`config.mk`:
```
export PLATFORM = sky130hd
export DESIGN_NAME = sync_fifo_param
export DESIGN_NICKNAME = d
export VERILOG_FILES = /design/src/rtl/sync_fifo_param.sv
export SDC_FILE = /design/constraint.sdc
export NUM_CORES = 1
export LEC_CHECK = 0
export BUFFER_PORTS_ARGS = -buffer_cell sky130_fd_sc_hd__buf_4
export CORE_MARGIN = 4
export CORE_UTILIZATION = 63
export CTS_BUF_LIST = sky130_fd_sc_hd__clkbuf_16
export DETAILED_ROUTE_END_ITERATION = 10
export GPL_ROUTABILITY_DRIVEN = 0
export PLACE_DENSITY = 0.79
export SLEW_MARGIN = 20
export SYNTH_ARGS = -nofsm -noshare
export SYNTH_HDL_FRONTEND = slang
export SYNTH_SLANG_ARGS = --single-unit
```
`constraint.sdc`:
```
create_clock -name clk -period 6.3 [get_ports clk]
set_input_delay 0.315 -clock clk [delete_from_list [all_inputs] [get_ports clk]]
set_output_delay 0.315 -clock clk [all_outputs]
set_load 0.01 [all_outputs]
```
`src/rtl/sync_fifo_param.sv`:
```
// rtl/sync_fifo_param.sv - parametrised single-clock FIFO with level flags and sticky error flags
module sync_fifo_param #(
    parameter int WIDTH    = 8,
    parameter int DEPTH    = 16,
    parameter int AF_LEVEL = DEPTH - 2,
    parameter int AE_LEVEL = 2,
    localparam int AW      = $clog2(DEPTH),
    localparam int CW      = $clog2(DEPTH) + 1
) (
    input  logic             clk,
    input  logic             reset,
    input  logic             wr_en,
    input  logic [WIDTH-1:0] din,
    input  logic             rd_en,
    input  logic             err_clr,
    output logic [WIDTH-1:0] dout,
    output logic             dout_valid,
    output logic             full,
    output logic             empty,
    output logic             almost_full,
    output logic             almost_empty,
    output logic [CW-1:0]    count,
    output logic             overflow,
    output logic             underflow
);

    logic [WIDTH-1:0] mem [DEPTH];
    logic [AW-1:0]    wr_ptr;
    logic [AW-1:0]    rd_ptr;
    logic             rd_acc;
    logic             wr_acc;

    // A read frees a slot in the same cycle, so a full FIFO still takes a write alongside a read.
    assign rd_acc = rd_en && !empty;
    assign wr_acc = wr_en && (!full || rd_acc);

    // Flags decode the registered count directly, so they move on the same edge as count.
    assign full         = (count == CW'(DEPTH));
    assign empty        = (count == '0);
    assign almost_full  = (count >= CW'(AF_LEVEL));
    assign almost_empty = (count <= CW'(AE_LEVEL));

    // Storage array: written on accepted writes only, never reset.
    always_ff @(posedge clk) begin
        if (!reset && wr_acc) begin
            mem[wr_ptr] <= din;
        end
    end

    // Pointers, occupancy and registered read port.
    always_ff @(posedge clk) begin
        if (reset) begin
            wr_ptr     <= '0;
            rd_ptr     <= '0;
            count      <= '0;
            dout       <= '0;
            dout_valid <= 1'b0;
        end else begin
            if (wr_acc) begin
                wr_ptr <= wr_ptr + 1'b1;
            end
            if (rd_acc) begin
                rd_ptr <= rd_ptr + 1'b1;
                dout   <= mem[rd_ptr];
            end
            dout_valid <= rd_acc;
            case ({wr_acc, rd_acc})
                2'b10:   count <= count + 1'b1;
                2'b01:   count <= count - 1'b1;
                default: count <= count;
            endcase
        end
    end

    // Sticky error flags; a new error event outranks a coincident clear.
    always_ff @(posedge clk) begin
        if (reset) begin
            overflow  <= 1'b0;
            underflow <= 1'b0;
        end else begin
            overflow  <= (overflow && !err_clr) || (wr_en && !wr_acc);
            underflow <= (underflow && !err_clr) || (rd_en && empty);
        end
    end

endmodule

```
==> impl_metrics.json, run 1 <==
{
  "status": "finished clean",
  "p_per_area_nw_per_um2": 403,
  "clk_pin_slew_ps": 60,
  "min_from": "err_clr",
  "synth-simple-area-share_pct": 6.59,
  "critPathSlowestCell": "dfxtp_1",
  "core_um2": 9420,
  "grt_overflow": 0,
  "r2r_cells": 9,
  "ys_ff_latch": 152,
  "rows": 35,
  "ys_async_sr_fraction_pct": 0,
  "critPathBufInv": 2,
  "grt_pass1_wl_mm": 19.3,
  "io_pins": 33,
  "avgSynthCellArea_um2": 16.1,
  "setup_viol": 0,
  "tns_ps": 0,
  "clk_latency_ps": 410,
  "first_pass_iters": 5,
  "diodes": 0,
  "cts_buffers": 17,
  "post_cts_resized": 0,
  "critical_path.max_fanout": 9,
  "synth_top_family_by_area": "multiplexers",
  "die-width_um": 107,
  "wirelength_mm": 12.5,
  "placed_area_um2": 6530,
  "muxShareOfSynthArea_pct": 12.9,
  "p_leak_nw": 2.37,
  "grt_pass1_vias": 3370,
  "vias_per_cell": 6.10,
  "synth_edf_count": 128,
  "fin_nets": 441,
  "slowest_delay_ps": 540,
  "ys_seq_area_share_pct": 69.6,
  "final_layout_size_suffix_gt1_share_pct": 21.3,
  "final_common_cell": "edfxtp_1",
  "fin_area_um2": 7180,
  "crit_top_cell": "nand2b_1",
  "synth.area.top_cells": "edfxtp_1, dfxtp_1, mux4_2",
  "timing.final.crit_period_ps": 3010,
  "ant_nets": 0,
  "clock_sinks": 152,
  "internal_power_mw": 2.12,
  "skew_ps": 10.3,
  "post_cts_buffers": 0,
  "max_slew.worst_pin.slew_ps": 848,
  "grt_max_degree": 33,
  "hold_end": "overflow",
  "cts_tree": "done",
  "port_buffers": 32,
  "synth_top_area_cell": "edfxtp_1",
  "die_h_um": 107,
  "route.detailed.drc": 0,
  "antenna_found_initial": 0,
  "maxSlewHeadroom_pct": 43.2,
  "wl_per_cell_um": 22.3,
  "htreeDepth": 4,
  "grt_setup_unrepaired": "false",
  "arrival_ps": 3320,
  "area_delta_synth_final_pct": 15.5,
  "required_ps": 6610,
  "path_class": "reg2reg",
  "hold_depth": 3,
  "crit_family": "compound AO/OA/AOI/OAI gates",
  "hp-class": "in2reg",
  "finalPower_mw": 2.89,
  "synth_top_area_share_pct": 61.9,
  "p_comb_share_pct": 21.1,
  "power.switching_mw": 0.769,
  "yosys.area_share.adder_pct": 1.93,
  "drtIter0Drc": 424,
  "netlist_area_um2": 6210,
  "syn_nets": 407,
  "start_kind": "flip-flop",
  "cts_hold_buf": 0,
  "syn_inst": 385,
  "cts_root_buf": "clkbuf_16",
  "final_cell_mix": "edfxtp_1, nor2_1, mux2i_1",
  "p_sw_share_pct": 26.6,
  "utilization_pct": 76.2,
  "synth_cell_types": 49,
  "end_kind": "flip-flop",
  "crit_path_cell_trace": "inv_1 > a21boi_1 > clkbuf_4 > nand2b_1 > fa_1 > nand2b_1 > a21oi_1 > mux2_2 > a221oi_1",
  "initial_core_util_pct": 66.0,
  "timing.rr.end": "count[4]",
  "synth_xor_area_share_pct": 0.705,
  "pwr-share-seq_pct": 41.6,
  "hpwl_mm": 7.72,
  "r2r_start": "count[4]",
  "die-area_um2": 11500,
  "max-clock-path-buffers": 2,
  "post-route-period-util_pct": 47.8,
  "synth_ff_type": "edfxtp_1",
  "slew_violations": 0,
  "vias": 3420,
  "grt_usage_pct": 23.2,
  "synth_compound_area_share_pct": 6.29,
  "timing.fmax_mhz": 332,
  "synth_warnings": 0,
  "pwr-share-clk_pct": 37.3,
  "vdd_drop_max_mv": 0.232,
  "r2r_setup_slack_ps": 3290,
  "hold_viol": 0,
  "drv_cap": 0
}
logic make-up after synthesis:
kind of cell / count (synthesis)
mux: 57
simple gates: 85
xor+xnor: 5
compound gates: 50
flops: 152
buf+inv: 27
fa+ha+maj: 9
worst min-delay path, delay by kind of cell:
kind / cells / cell delay, ps
simple gates: 1 / 90
compound gates: 1 / 50
buf+inv: 1 / 80
how the worst max path moves through the flow:
stage,start,endpoint,slack (ps),depth (start not counted)
floorplan,count[4],count[4],3740,8
global placement,count[4],count[4],2800,8
detailed placement,count[4],count[4],2620,8
CTS,count[4],count[4],2620,8
global route,count[4],count[4],3040,9
finish,count[4],count[4],3290,9
flip-flops by register name, summed over array words and instances, names as in the netlist:
name and flops:
wr_ptr 4, underflow 1, mem 128, dout 8
rd_ptr 4, overflow 1, dout_valid 1, count 5
power by group through the flow:
stage	clock, mW	combinational [mW]	sequential, mW
after floorplan	0	0.407	1.23
after global placement	0	0.586	1.22
after detailed placement	0	0.602	1.22
after CTS	1.09	0.609	1.20
after global routing	1.14	0.662	1.21
final	1.08	0.611	1.20
synth_stat cells, types with 4 or more instances:
cell type / n
o22ai_1: 16
buf_1: 4
nand2_1: 9
nor3_1: 8
inv_1: 7
a211oi_1: 8
mux4_2: 16
mux2i_1: 35
buf_2: 8
clkbuf_1: 6
nand2b_1: 8
ha_1: 8
edfxtp_1: 128
a21oi_1: 5
nor2b_1: 5
dfxtp_1: 24
a22oi_1: 8
nor2_1: 40
stage by stage:
stage | hold slack (ps) | std cells | worst slack, ps
finish | 188 | 561 | 3290
CTS | 171 | 560 | 2620
global placement | 458 | 528 | 2800
global route | 203 | 561 | 3040
detailed placement | 461 | 528 | 2620
floorplan | 414 | 385 | 3740
layer usage:
layer / vias to the layer above / GRT usage, % / share of wire, %
li1: 1561 / - / -
met1: 1688 / 34.6 / 44
met2: 160 / 34.9 / 47
met3: 11 / 5.28 / 8.1
met4: 0 / 6.30 / 0.90
met5: - / 0 / 0
area by class of cell:
type	count	area, um2
Sequential cell	152	4330
Fill cell	534	2240
Multi-Input combinational cell	206	1760
Clock buffer	17	425
Timing Repair Buffer	35	263
Clock inverter	15	210
Tap cell	129	161
Inverter	7	26.3
Power figures use the tool's default switching activity.
==> run 2: changes to the inputs <==
- CORE_UTILIZATION: 63 -> 60
- PLACE_DENSITY: 0.79 -> 0.75
- clock period: 6.3 -> 3.13 ns (I/O delays scaled with it)
==> run 2 against run 1 <==
Combinational power rose by 100%. Die area increased by 4.6%. Clock skew fell by 2.4 ps. Maximum frequency is 13% higher. Register-to-register slack lost 2800 ps. Flip-flop and latch count unchanged. Worst setup slack lost 2800 ps. Critical path type unchanged. Critical endpoint unchanged.
==> impl_metrics.json, run 2 (synthesized netlist as in run 1, its figures left out) <==
{
  "vdd_drop_max_mv": 0.508,
  "r2r_cells": 8,
  "route.detailed.drc": 0,
  "grt_max_degree": 31,
  "vias": 3501,
  "area_delta_synth_final_pct": 16.1,
  "fin_area_um2": 7210,
  "clk_latency_ps": 420,
  "htreeDepth": 4,
  "skew_ps": 7.91,
  "largest_reg_flops": 128,
  "final_cell_mix": "edfxtp_1, buf_4, nor2_1",
  "die-area_um2": 12000,
  "setup_viol": 0,
  "rows": 36,
  "tns_ps": 0,
  "grt_overflow": 0,
  "grt_setup_unrepaired": "false",
  "start_kind": "flip-flop",
  "grt_pass1_wl_mm": 19.7,
  "crit_top_cell": "nand2b_1",
  "arrival_ps": 3000,
  "vias_per_cell": 6.11,
  "antenna_found_initial": 0,
  "r2r_start": "count[4]",
  "cts_root_buf": "clkbuf_16",
  "ant_nets": 0,
  "final_common_cell": "edfxtp_1",
  "crit_path_cell_trace": "inv_1 > a21boi_0 > nand2b_1 > fa_1 > nand2b_1 > a21oi_1 > mux2_2 > a221oi_1",
  "diodes": 0,
  "grt_pass1_vias": 3526,
  "utilization_pct": 72.8,
  "slew_violations": 0,
  "port_buffers": 32,
  "hold_viol": 0,
  "initial_core_util_pct": 62.7,
  "n_fill_cell": 621,
  "post_cts_buffers": 0,
  "die-width_um": 110,
  "critPathSlowestCell": "dfxtp_1",
  "core_um2": 9910,
  "required_ps": 3450,
  "p_per_area_nw_per_um2": 794,
  "io_pins": 33,
  "timing.fmax_mhz": 374,
  "critical_path.max_fanout": 8,
  "drtIter0Drc": 275,
  "grt_usage_pct": 23.1,
  "hp-class": "in2reg",
  "die_h_um": 110,
  "fin_nets": 449,
  "startpoint": "count[4]",
  "p_leak_nw": 2.38,
  "placed_area_um2": 6610,
  "final_layout_size_suffix_gt1_share_pct": 23.2,
  "timing.rr.end": "count[4]",
  "post-route-period-util_pct": 85.4,
  "crit_path_end": "count[4]",
  "cts_hold_buf": 0,
  "first_pass_iters": 4,
  "min_from": "err_clr",
  "clock_sinks": 152,
  "cts_tree": "done",
  "end_kind": "flip-flop",
  "max-clock-path-buffers": 2,
  "hpwl_mm": 7.86,
  "cts_buffers": 17,
  "status": "finished clean",
  "r2r_setup_slack_ps": 460,
  "regMostFlops": "mem",
  "slowest_delay_ps": 560,
  "max_slew.worst_pin.slew_ps": 808,
  "wl_per_cell_um": 21.8,
  "maxSlewHeadroom_pct": 45.9,
  "finalPower_mw": 5.72,
  "wirelength_mm": 12.5,
  "reg.largest.list": "mem (128), dout (8), count (5)",
  "timing.final.crit_period_ps": 2670,
  "path_class": "reg2reg",
  "clk_pin_slew_ps": 60,
  "drv_cap": 0
}
run 2: cell types whose count changed in the layout (fill, tap and decap cells not counted), sizes merged:
cell      previous run  this run
bufinv               5         3
inv                 11        10
clkinvlp             1         4
clkbuf              18        17
buf                 34        43
run 2: critical path: cells and delay by family, from the launching register on:
family / cells / cell delay, ps
adders and majority gates: 1 / 420
DFF: 1 / 560
and+or+nand+nor: 2 / 300
AOI/OAI and AO/OA: 3 / 810
buffers and inverters: 1 / 110
muxes: 1 / 380
run 2: how the worst min path moves through the flow:
stage                      to  slack, ps  cells after the start
floorplan           mem[0][0]        260                      0
global placement     overflow        430                      3
detailed placement   overflow        450                      3
CTS                  overflow          1                      3
global route         overflow         30                      3
finish               overflow         20                      3
run 2: power breakdown:
group | switching (mW) | internal, mW
Combinational | 0.662 | 0.568
Sequential | 0.112 | 2.31
Clock | 0.815 | 1.26
Total | 1.59 | 4.13
run 2: per-stage QoR:
step / hold slack, ps / cells / worst slack, ps
6_report: 25.0 / 573 / 457
5_1_grt: 27.1 / 573 / 119
2_1_floorplan: 255 / 385 / 569
3_3_place_gp: 435 / 541 / 542
4_1_cts: 1.11 / 573 / 318
3_5_place_dp: 446 / 541 / 344
run 2: repair_timing:
item	4_1_cts	5_1_grt
setup endpoints to repair	0	1
gates resized for setup	0	1
hold endpoints to repair	0	0
run 2: cell type report:
type                       instances  area, um2  share of cell area (%)
sequential                       152       4330                    60.0
multi-input combinational        206       1770                    24.5
clock buffer                      17        425                    5.90
timing repair buffer              43        323                    4.48
clock inverter                    15        176                    2.45
tap                              133        166                    2.31
inverter                           7       26.3                   0.364
run 2: routing by layer:
layer  share of wire, %  global-route usage [%]  wire length (um)
met1                 45                    32.0              5650
met5                  0                       0                 0
met3                6.0                    7.46               754
met2                 47                    34.9              5910
met4                1.7                    7.84               210
